--- src/rtl/mem_arbiter_if.sv ---
// CPU / debug / memory bus bundle for mem_arbiter.
// slave = arbiter view, master = environment view.
interface mem_arbiter_if #(
  parameter int ADDR_W = 13,
  parameter int DATA_W = 8
);
  logic              cpu_rd;
  logic              cpu_wr;
  logic [ADDR_W-1:0] cpu_addr;
  logic [DATA_W-1:0] cpu_wdata;
  logic              cpu_stall;

  logic              dbg_req;
  logic              dbg_we;
  logic [ADDR_W-1:0] dbg_addr;
  logic [DATA_W-1:0] dbg_wdata;
  logic              dbg_ack;
  logic [DATA_W-1:0] dbg_rdata;

  logic              mem_rd;
  logic              mem_wr;
  logic [ADDR_W-1:0] mem_addr;
  logic [DATA_W-1:0] mem_wdata;
  logic [DATA_W-1:0] mem_rdata;

  logic              err_flag;

  modport slave (
    input  cpu_rd, cpu_wr, cpu_addr, cpu_wdata,
    output cpu_stall,
    input  dbg_req, dbg_we, dbg_addr, dbg_wdata,
    output dbg_ack, dbg_rdata,
    output mem_rd, mem_wr, mem_addr, mem_wdata,
    input  mem_rdata,
    output err_flag
  );

  modport master (
    output cpu_rd, cpu_wr, cpu_addr, cpu_wdata,
    input  cpu_stall,
    output dbg_req, dbg_we, dbg_addr, dbg_wdata,
    input  dbg_ack, dbg_rdata,
    input  mem_rd, mem_wr, mem_addr, mem_wdata,
    output mem_rdata,
    input  err_flag
  );
endinterface

--- src/rtl/mem_arbiter.sv ---
// CPU/debug memory arbiter: CPU owns the bus, debug steals idle cycles.
// Optional starvation guard: define MEM_ARB_STARVE_GUARD_EN.
module mem_arbiter #(
  parameter int ADDR_W       = 13,
  parameter int DATA_W       = 8,
  parameter int STARVE_LIMIT = 16
) (
  input  logic clk,
  input  logic rst_n,
  mem_arbiter_if.slave bus
);

  typedef enum logic [1:0] {
    OWN_CPU,
    DBG_ACC,
    DBG_ACK
  } state_t;

  if (STARVE_LIMIT < 1) begin : g_bad_limit
    $error("STARVE_LIMIT must be at least 1");
  end

  state_t state_q;
  state_t state_d;

  logic              cpu_busy;
  logic              starved;
  logic              rd_d;
  logic              wr_d;
  logic [ADDR_W-1:0] addr_d;
  logic [DATA_W-1:0] wdata_d;
  logic              stall_d;
  logic              ack_d;
  logic [DATA_W-1:0] rdata_q;
  logic              err_q;

  assign cpu_busy = bus.cpu_rd | bus.cpu_wr;

`ifdef MEM_ARB_STARVE_GUARD_EN
  localparam int CNT_W = $clog2(STARVE_LIMIT + 1);

  logic [CNT_W-1:0] starve_q;

  assign starved = (starve_q == CNT_W'(STARVE_LIMIT));

  // count cycles the debug requester waits behind a busy CPU
  always_ff @(posedge clk or negedge rst_n) begin
    if (!rst_n) begin
      starve_q <= '0;
    end else if (!bus.dbg_req) begin
      starve_q <= '0;
    end else if (state_q == OWN_CPU && state_d == DBG_ACC) begin
      starve_q <= '0;
    end else if (state_q == OWN_CPU && cpu_busy) begin
      starve_q <= starve_q + 1'b1;
    end
  end
`else
  assign starved = 1'b0;
`endif

  // state register
  always_ff @(posedge clk or negedge rst_n) begin
    if (!rst_n) begin
      state_q <= OWN_CPU;
    end else begin
      state_q <= state_d;
    end
  end

  // next state: debug waits for an idle CPU (or starvation)
  always_comb begin
    state_d = state_q;
    unique case (state_q)
      OWN_CPU: begin
        if (bus.dbg_req && (!cpu_busy || starved)) begin
          state_d = DBG_ACC;
        end
      end
      DBG_ACC: state_d = DBG_ACK;
      DBG_ACK: state_d = OWN_CPU;
      default: state_d = OWN_CPU;
    endcase
  end

  // memory mux; everything forced low while in reset
  always_comb begin
    rd_d    = 1'b0;
    wr_d    = 1'b0;
    addr_d  = '0;
    wdata_d = '0;
    stall_d = 1'b0;
    ack_d   = 1'b0;
    if (rst_n) begin
      if (state_q == DBG_ACC) begin
        rd_d    = !bus.dbg_we;
        wr_d    = bus.dbg_we;
        addr_d  = bus.dbg_addr;
        wdata_d = bus.dbg_wdata;
        stall_d = 1'b1;
      end else begin
        rd_d    = bus.cpu_rd;
        wr_d    = bus.cpu_wr & ~bus.cpu_rd;
        addr_d  = bus.cpu_addr;
        wdata_d = bus.cpu_wdata;
        ack_d   = (state_q == DBG_ACK);
      end
    end
  end

  // debug read data captured at the end of the access cycle
  always_ff @(posedge clk or negedge rst_n) begin
    if (!rst_n) begin
      rdata_q <= '0;
    end else if (state_q == DBG_ACC && !bus.dbg_we) begin
      rdata_q <= bus.mem_rdata;
    end
  end

  // sticky error on simultaneous CPU read and write
  always_ff @(posedge clk or negedge rst_n) begin
    if (!rst_n) begin
      err_q <= 1'b0;
    end else if (state_q != DBG_ACC && bus.cpu_rd && bus.cpu_wr) begin
      err_q <= 1'b1;
    end
  end

  assign bus.mem_rd    = rd_d;
  assign bus.mem_wr    = wr_d;
  assign bus.mem_addr  = addr_d;
  assign bus.mem_wdata = wdata_d;
  assign bus.cpu_stall = stall_d;
  assign bus.dbg_ack   = ack_d;
  assign bus.dbg_rdata = rdata_q;
  assign bus.err_flag  = err_q;

endmodule
--- src/flat_wrapper.sv ---
// flat-port wrapper written by rule: the top's interface ports become plain ports
module mem_arbiter_flat 
#(
  parameter int ADDR_W       = 13,
  parameter int DATA_W       = 8,
  parameter int STARVE_LIMIT = 16
)
  (clk, rst_n, bus_cpu_rd, bus_cpu_wr, bus_cpu_addr, bus_cpu_wdata, bus_cpu_stall, bus_dbg_req, bus_dbg_we, bus_dbg_addr, bus_dbg_wdata, bus_dbg_ack, bus_dbg_rdata, bus_mem_rd, bus_mem_wr, bus_mem_addr, bus_mem_wdata, bus_mem_rdata, bus_err_flag);
  mem_arbiter_if #(.ADDR_W(ADDR_W), .DATA_W(DATA_W)) bus_i ();
  input  logic clk;
  input  logic rst_n;
  input wire logic [$bits(bus_i.cpu_rd)-1:0] bus_cpu_rd;
  input wire logic [$bits(bus_i.cpu_wr)-1:0] bus_cpu_wr;
  input wire logic [$bits(bus_i.cpu_addr)-1:0] bus_cpu_addr;
  input wire logic [$bits(bus_i.cpu_wdata)-1:0] bus_cpu_wdata;
  output wire logic [$bits(bus_i.cpu_stall)-1:0] bus_cpu_stall;
  input wire logic [$bits(bus_i.dbg_req)-1:0] bus_dbg_req;
  input wire logic [$bits(bus_i.dbg_we)-1:0] bus_dbg_we;
  input wire logic [$bits(bus_i.dbg_addr)-1:0] bus_dbg_addr;
  input wire logic [$bits(bus_i.dbg_wdata)-1:0] bus_dbg_wdata;
  output wire logic [$bits(bus_i.dbg_ack)-1:0] bus_dbg_ack;
  output wire logic [$bits(bus_i.dbg_rdata)-1:0] bus_dbg_rdata;
  output wire logic [$bits(bus_i.mem_rd)-1:0] bus_mem_rd;
  output wire logic [$bits(bus_i.mem_wr)-1:0] bus_mem_wr;
  output wire logic [$bits(bus_i.mem_addr)-1:0] bus_mem_addr;
  output wire logic [$bits(bus_i.mem_wdata)-1:0] bus_mem_wdata;
  input wire logic [$bits(bus_i.mem_rdata)-1:0] bus_mem_rdata;
  output wire logic [$bits(bus_i.err_flag)-1:0] bus_err_flag;
  assign bus_i.cpu_rd = bus_cpu_rd;
  assign bus_i.cpu_wr = bus_cpu_wr;
  assign bus_i.cpu_addr = bus_cpu_addr;
  assign bus_i.cpu_wdata = bus_cpu_wdata;
  assign bus_cpu_stall = bus_i.cpu_stall;
  assign bus_i.dbg_req = bus_dbg_req;
  assign bus_i.dbg_we = bus_dbg_we;
  assign bus_i.dbg_addr = bus_dbg_addr;
  assign bus_i.dbg_wdata = bus_dbg_wdata;
  assign bus_dbg_ack = bus_i.dbg_ack;
  assign bus_dbg_rdata = bus_i.dbg_rdata;
  assign bus_mem_rd = bus_i.mem_rd;
  assign bus_mem_wr = bus_i.mem_wr;
  assign bus_mem_addr = bus_i.mem_addr;
  assign bus_mem_wdata = bus_i.mem_wdata;
  assign bus_i.mem_rdata = bus_mem_rdata;
  assign bus_err_flag = bus_i.err_flag;
  mem_arbiter #(.ADDR_W(ADDR_W), .DATA_W(DATA_W), .STARVE_LIMIT(STARVE_LIMIT)) u_core (.clk(clk), .rst_n(rst_n), .bus(bus_i));
endmodule
--- config.mk ---
export PLATFORM = sky130hd
export DESIGN_NAME = mem_arbiter_flat
export DESIGN_NICKNAME = d
export VERILOG_FILES = /design/src/rtl/mem_arbiter_if.sv /design/src/rtl/mem_arbiter.sv /design/src/flat_wrapper.sv
export SDC_FILE = /design/constraint.sdc
export NUM_CORES = 1
export LEC_CHECK = 0
export ABC_AREA = 1
export BUFFER_PORTS_ARGS = -buffer_cell sky130_fd_sc_hd__buf_2
export CORE_UTILIZATION = 25
export DETAILED_ROUTE_END_ITERATION = 16
export SYNTH_ARGS = -nofsm -noshare
export SYNTH_HDL_FRONTEND = slang
export SYNTH_SLANG_ARGS = --single-unit
export TNS_END_PERCENT = 30
--- constraint.sdc ---
create_clock -name clk -period 1.1 [get_ports clk]
set_clock_uncertainty 0.1 [all_clocks]
set_input_delay 0.11 -clock clk [delete_from_list [all_inputs] [get_ports clk]]
set_output_delay 0.11 -clock clk [all_outputs]
set_load 0.005 [all_outputs]
==> impl_metrics.ini, run 1 <==
[cts]
clk_path_buf_depth = 2
cts_buffers = 3
insertion_delay_ns = 0.24
clk_pin_slew_ns = 0.05
cts.sinks = 11
cts_tree = done
htreeDepth = 1
cts_root_buffer = clkbuf_8

[synth]
netlist_instances = 151
yosysSeqAreaShare = 0.294
synth_edf_count = 0
syn_avg_cell_area_um2 = 6.20
synth_top_area_cell = dfrtp_1
netlist_area_um2 = 936
synthTopCellsByCount = nand2_1, nor2_1, nand3b_1
ys.flop_type = dfrtp_1
ys_ff_latch = 11
async_reset_ff_frac = 1.00
synth.area.top_cells = dfrtp_1, nand2_1, nor2_1, nand3b_1, buf_2
syn-num-nets = 207
yosysWarningCount = 0
synth_cell_types = 17
yosysMostFrequentCell = nand2_1
synth_top_area_frac = 0.294

[global_route]
met2_usage = 0.285
use_met1 = 0.181
grt-busiest-layer = met2
antenna_found_initial = 0
grt_pass1_vias = 1178
grt_max_degree = 24
met3_usage = 0.0362
grt_overflow_total = 0
grt_first_pass_wirelength_um = 5090
gr-usage-all-layers = 0.160

[timing]
finalSetupViolCount = 34
maxSlewHeadroom = 0.725
max_slew.worst_pin.slew_ns = 0.411
hold_violations = 0
fmax_ghz = 0.681
final.min_clock_period_ns = 1.47
finalMaxSlewViolations = 0
rsz0062_at_grt = true
fin_crit_sh = 1.33
layout_setup_ws_ns = -0.368

[run]
max_cap_violations = 0

[layout]
nFillCells = 367
layoutNonFillerInstCount = 305
final_util = 0.498
finalNetCount = 316
drive_gt1_frac = 0.459
multi_input_area_um2 = 606
register_area_um2 = 277
antennaDiodeCount = 0
area_growth_pct = 84.6

[die]
ios = 90
core_um2 = 3470
die_x_um = 63.2
start_util = 0.270
rows = 21
die_h_um = 63.2
die-area_um2 = 3990

[critical_path]
critPathCaptureType = primary output
setup.worst_path.class = reg -> out
cp_max_fo = 3
cp.required_ns = 0.89
cp.arrival_ns = 1.26
worst_setup_path_start_kind = register

[power]
power_density_nw_per_um2 = 859
p_leak_nw = 0.983
ir_drop_uv = 839

[drt]
firstDrtPassIters = 4
initialDrtViolationCount = 20
drt_wl_total_um = 3160
routed_via_density = 4.26
drc = 0
antenna_left = 0
wl_per_cell_um = 10.4
vias = 1299

[placement]
numPortBuffers = 89
dp_cells = 287
place_hpwl_um = 2240
gp_congestion = 0.710
pre_cts_ws_ns = -0.172

[outcome]
status = finished, violations left
violations = negative setup slack

[min_path]
hp-class = in -> reg
-- final cells by class --
| cell class | count | area share |
|---|---|---|
| Clock buffer | 3 | 0.0239 |
| Sequential cell | 11 | 0.160 |
| Tap cell | 46 | 0.0333 |
| Timing Repair Buffer | 113 | 0.411 |
| Inverter | 5 | 0.0181 |
| Multi-Input combinational cell | 126 | 0.350 |
| Clock inverter | 1 | 0.00290 |
-- flip-flops by register name, summed over array words and instances (netlist names) --
name and flops:
u_core.bus.dbg_rdata 8, u_core.bus.err_flag 1, u_core.state_q 2
-- path summary, 6_finish.rpt --
kind / from / end / slack [ns] / depth (start not counted)
min reg2reg: u_core.bus.dbg_rdata[1]$_DFFE_PN0P_ / u_core.bus.dbg_rdata[1]$_DFFE_PN0P_ / 0.37 / 2
max reg2reg: u_core.state_q[1]$_DFFE_PN0P_ / u_core.bus.dbg_rdata[5]$_DFFE_PN0P_ / -0.20 / 7
min: bus_dbg_req / u_core.state_q[0]$_DFFE_PN0P_ / 0.0007 / 3
min in group asynchronous: rst_n / u_core.bus.dbg_rdata[1]$_DFFE_PN0P_ / 0.31 / 3
max in group asynchronous: rst_n / u_core.state_q[0]$_DFFE_PN0P_ / 0.14 / 3
max: u_core.state_q[1]$_DFFE_PN0P_ / bus_mem_wr / -0.37 / 7
-- repair_timing --
| action | in CTS | in global routing |
|---|---|---|
| setup endpoints to repair | 35 | 34 |
| gates resized for setup | 10 | 7 |
| hold buffers | 10 | 0 |
| buffers inserted | 2 | 2 |
| pin swaps | 1 | 6 |
| endpoints found under the hold margin | 19 | 0 |
-- metrics by stage --
step	total power, mW	hold slack (ns)	TNS [ns]	area [um2]
6_report	1.48	0.000686	-9.39	1730
5_1_grt	1.60	0.0170	-11.99	1730
3_5_place_dp	1.02	-0.0112	-4.21	1490
3_3_place_gp	1.01	-0.0133	-3.24	1490
2_1_floorplan	0.747	-0.286	-0.0946	948
4_1_cts	1.49	0.00130	-8.29	1690
-- per-layer routing --
layer	vias up	wire (um)	share of wire
li1	682	-	-
met1	553	1340	0.42
met2	60	1470	0.46
met3	4	306	0.097
met4	0	46	0.015
met5	-	0	0
-- power by group --
part           switching (mW)  internal, mW
Sequential             0.0439         0.477
Clock                   0.160         0.249
Combinational           0.244         0.310
-- logic make-up (layout without fill, tap and decap cells) --
| group | after synthesis | in the layout | share of synthesized area |
|---|---|---|---|
| AND/OR/NAND/NOR | 125 | 125 | 0.612 |
| buffers and inverters | 14 | 122 | 0.0856 |
| flip-flops | 11 | 11 | 0.294 |
| AO/OA/AOI/OAI | 1 | 1 | 0.00802 |
-- worst max-delay path, cell delays in order (launching register included) --
cell and delay, ns:
dfrtp_1 0.39, inv_2 0.11, nand2_4 0.09, buf_6 0.14, nand2_2 0.06, nand2_1 0.05, nor2_1 0.07, buf_2 0.12
-- layout by cell type, fill, tap and decap left out, types with 2 or more instances in the layout --
| cell type | synthesis | routed |
|---|---|---|
| buf_12 | 0 | 3 |
| buf_2 | 5 | 89 |
| buf_4 | 1 | 5 |
| buf_6 | 2 | 6 |
| clkbuf_8 | 0 | 3 |
| dfrtp_1 | 11 | 10 |
| dlygate4sd3_1 | 0 | 10 |
| inv_1 | 3 | 3 |
| nand2_1 | 51 | 48 |
| nand2_2 | 0 | 3 |
| nand3b_1 | 21 | 21 |
| nor2_1 | 47 | 45 |
| nor2_2 | 0 | 2 |
Note: power is estimated with default switching activity, not from simulation.
==> inputs of run 2 (changes only) <==
REMOVE_ABC_BUFFERS = 1   (was unset)
==> run 2 against run 1 <==
- clock power is essentially flat
- critical endpoint unchanged
- sequential power about the same
- register-to-register slack got worse by 0.05 ns
- the run ends with negative hold slack, negative setup slack left
- largest cell class unchanged
- critical path type unchanged
- setup slack worse by 0.00082 ns
==> impl_metrics.ini, run 2 (synthesized netlist as in run 1, its figures left out) <==
[outcome]
status = finished, violations left
violations = negative hold slack, negative setup slack

[critical_path]
critPathCaptureType = primary output
path_cells = inv_2 -> nand2_4 -> buf_6 -> nand2_4 -> nand2_2 -> nor2_1 -> buf_2
cp_top_family = flip-flops
cpPeakStageDelay_ns = 0.38
critPathMostFrequentCell = nand2_4
setup.worst_path.class = reg -> out
cp_max_fo = 4
cp.arrival_ns = 1.26
critPathBufInv = 3
worst_setup_path_start_kind = register
cp.required_ns = 0.89
cp_slowest_cell = dfrtp_1

[timing]
rsz0062_at_grt = true
layout_setup_ws_ns = -0.369
final.min_clock_period_ns = 1.47
max_slew.worst_pin.slew_ns = 0.498
finalMaxSlewViolations = 0
fmax_ghz = 0.681
finalSetupViolCount = 34
maxSlewHeadroom = 0.668
hold_ws_ns = -0.00124
hold_violations = 1
fin_tns_setup_ns = -9.68
fin_crit_sh = 1.34

[layout]
finalNetCount = 315
layoutNonFillerInstCount = 304
antennaDiodeCount = 0
final_util = 0.483
final_common_cell = buf_2
largest_reg_flops = 8
drive_gt1_frac = 0.453
area_growth_pct = 78.9
final_cell_mix = buf_2, nand2_1, nor2_1
nFillCells = 350

[die]
rows = 21
die_x_um = 63.2
die_h_um = 63.2
ios = 90
die-area_um2 = 3990
start_util = 0.270
core_um2 = 3470

[global_route]
antenna_found_initial = 0
grt_overflow_total = 0
grt_pass1_vias = 1126
gr-usage-all-layers = 0.153
grt_max_degree = 24
grt_first_pass_wirelength_um = 4820

[cts]
cts_buffers = 3
cts_tree = done
cts_root_buffer = clkbuf_8
clk_path_buf_depth = 2
insertion_delay_ns = 0.24
cts.sinks = 11
htreeDepth = 1
clk_pin_slew_ns = 0.05

[power]
power_density_nw_per_um2 = 874
p_sw_frac = 0.298
p_seq_frac = 0.356
comb_power_share = 0.366
p_switching_uw = 436
finalPower_mw = 1.46
ir_drop_uv = 691
pwr-share-clk = 0.278
p_int_mw = 1.03
p_leak_nw = 0.972

[run]
max_cap_violations = 0

[drt]
antenna_left = 0
vias = 1306
wl_per_cell_um = 10.8
initialDrtViolationCount = 55
firstDrtPassIters = 4
drc = 0
routed_via_density = 4.30
drt_wl_total_um = 3270

[placement]
dp_cells = 287
place_hpwl_um = 2250
numPortBuffers = 89
gp_congestion = 0.687

[min_path]
hp-class = in -> reg
run 2: cell count changes in the layout (fill, tap and decap cells not counted), moves of 2 or more:
cell and change:
buf_12 -2, buf_4 +3, buf_6 -3, dlygate4sd3_1 -2, nand2_2 -2
run 2: layer usage:
metal | wire, um | track usage | part of all wire | vias to the layer above
met5 | 0 | 0 | 0 | -
met4 | 57 | 0.0767 | 0.017 | 0
met3 | 348 | 0.0380 | 0.11 | 5
met2 | 1450 | 0.258 | 0.44 | 76
met1 | 1420 | 0.180 | 0.43 | 545
li1 | - | - | - | 680
run 2: power by group through the flow:
stage / clock network [mW] / registers (mW) / logic [mW]
finish: 0.407 / 0.520 / 0.536
global route: 0.435 / 0.529 / 0.600
CTS: 0.414 / 0.519 / 0.521
detailed placement: 0 / 0.521 / 0.493
global placement: 0 / 0.524 / 0.486
floorplan: 0 / 0.533 / 0.188
run 2: final cells by class:
| class | count | area, um2 | share of cell area |
|---|---|---|---|
| well taps | 46 | 57.6 | 0.0344 |
| multi-input cells | 126 | 598 | 0.357 |
| flip-flops and latches | 11 | 277 | 0.165 |
| clock buffers | 4 | 45.0 | 0.0269 |
| repair inverters | 1 | 8.76 | 0.00523 |
| repair buffers | 111 | 657 | 0.392 |
| inverters | 5 | 31.3 | 0.0187 |
run 2: path summary, 6_finish.rpt:
kind	slack [ns]	startpoint	cells past startpoint	end
setup / recovery	-0.37	u_core.state_q[1]$_DFFE_PN0P_	7	bus_mem_wr
hold / removal	-0.001	bus_dbg_req	3	u_core.state_q[0]$_DFFE_PN0P_
setup reg to reg	-0.25	u_core.state_q[1]$_DFFE_PN0P_	7	u_core.bus.dbg_rdata[3]$_DFFE_PN0P_
hold reg to reg	0.37	u_core.bus.dbg_rdata[6]$_DFFE_PN0P_	2	u_core.bus.dbg_rdata[6]$_DFFE_PN0P_
max in group asynchronous	0.46	rst_n	3	u_core.state_q[0]$_DFFE_PN0P_
min in group asynchronous	0.08	rst_n	3	u_core.bus.err_flag$_DFFE_PN0P_
run 2: metrics by stage:
step           worst slack [ns]  instance area, um2
2_1_floorplan            -0.329                 877
3_3_place_gp             -0.107                1470
3_5_place_dp             -0.140                1470
4_1_cts                  -0.357                1610
5_1_grt                  -0.423                1670
6_report                 -0.369                1670
run 2: timing repair:
action,4_1_cts,5_1_grt
pin swaps,2,7
hold endpoints to repair,19,0
setup endpoints to repair,34,34
cloned,0,2
hold buffers,9,0
setup buffers,0,2
gates resized for setup,4,10
run 2: worst min-delay path, stage by stage:
cell and delay, ns:
buf_2 0.09, nand2_1 0.05, nor3_1 0.04
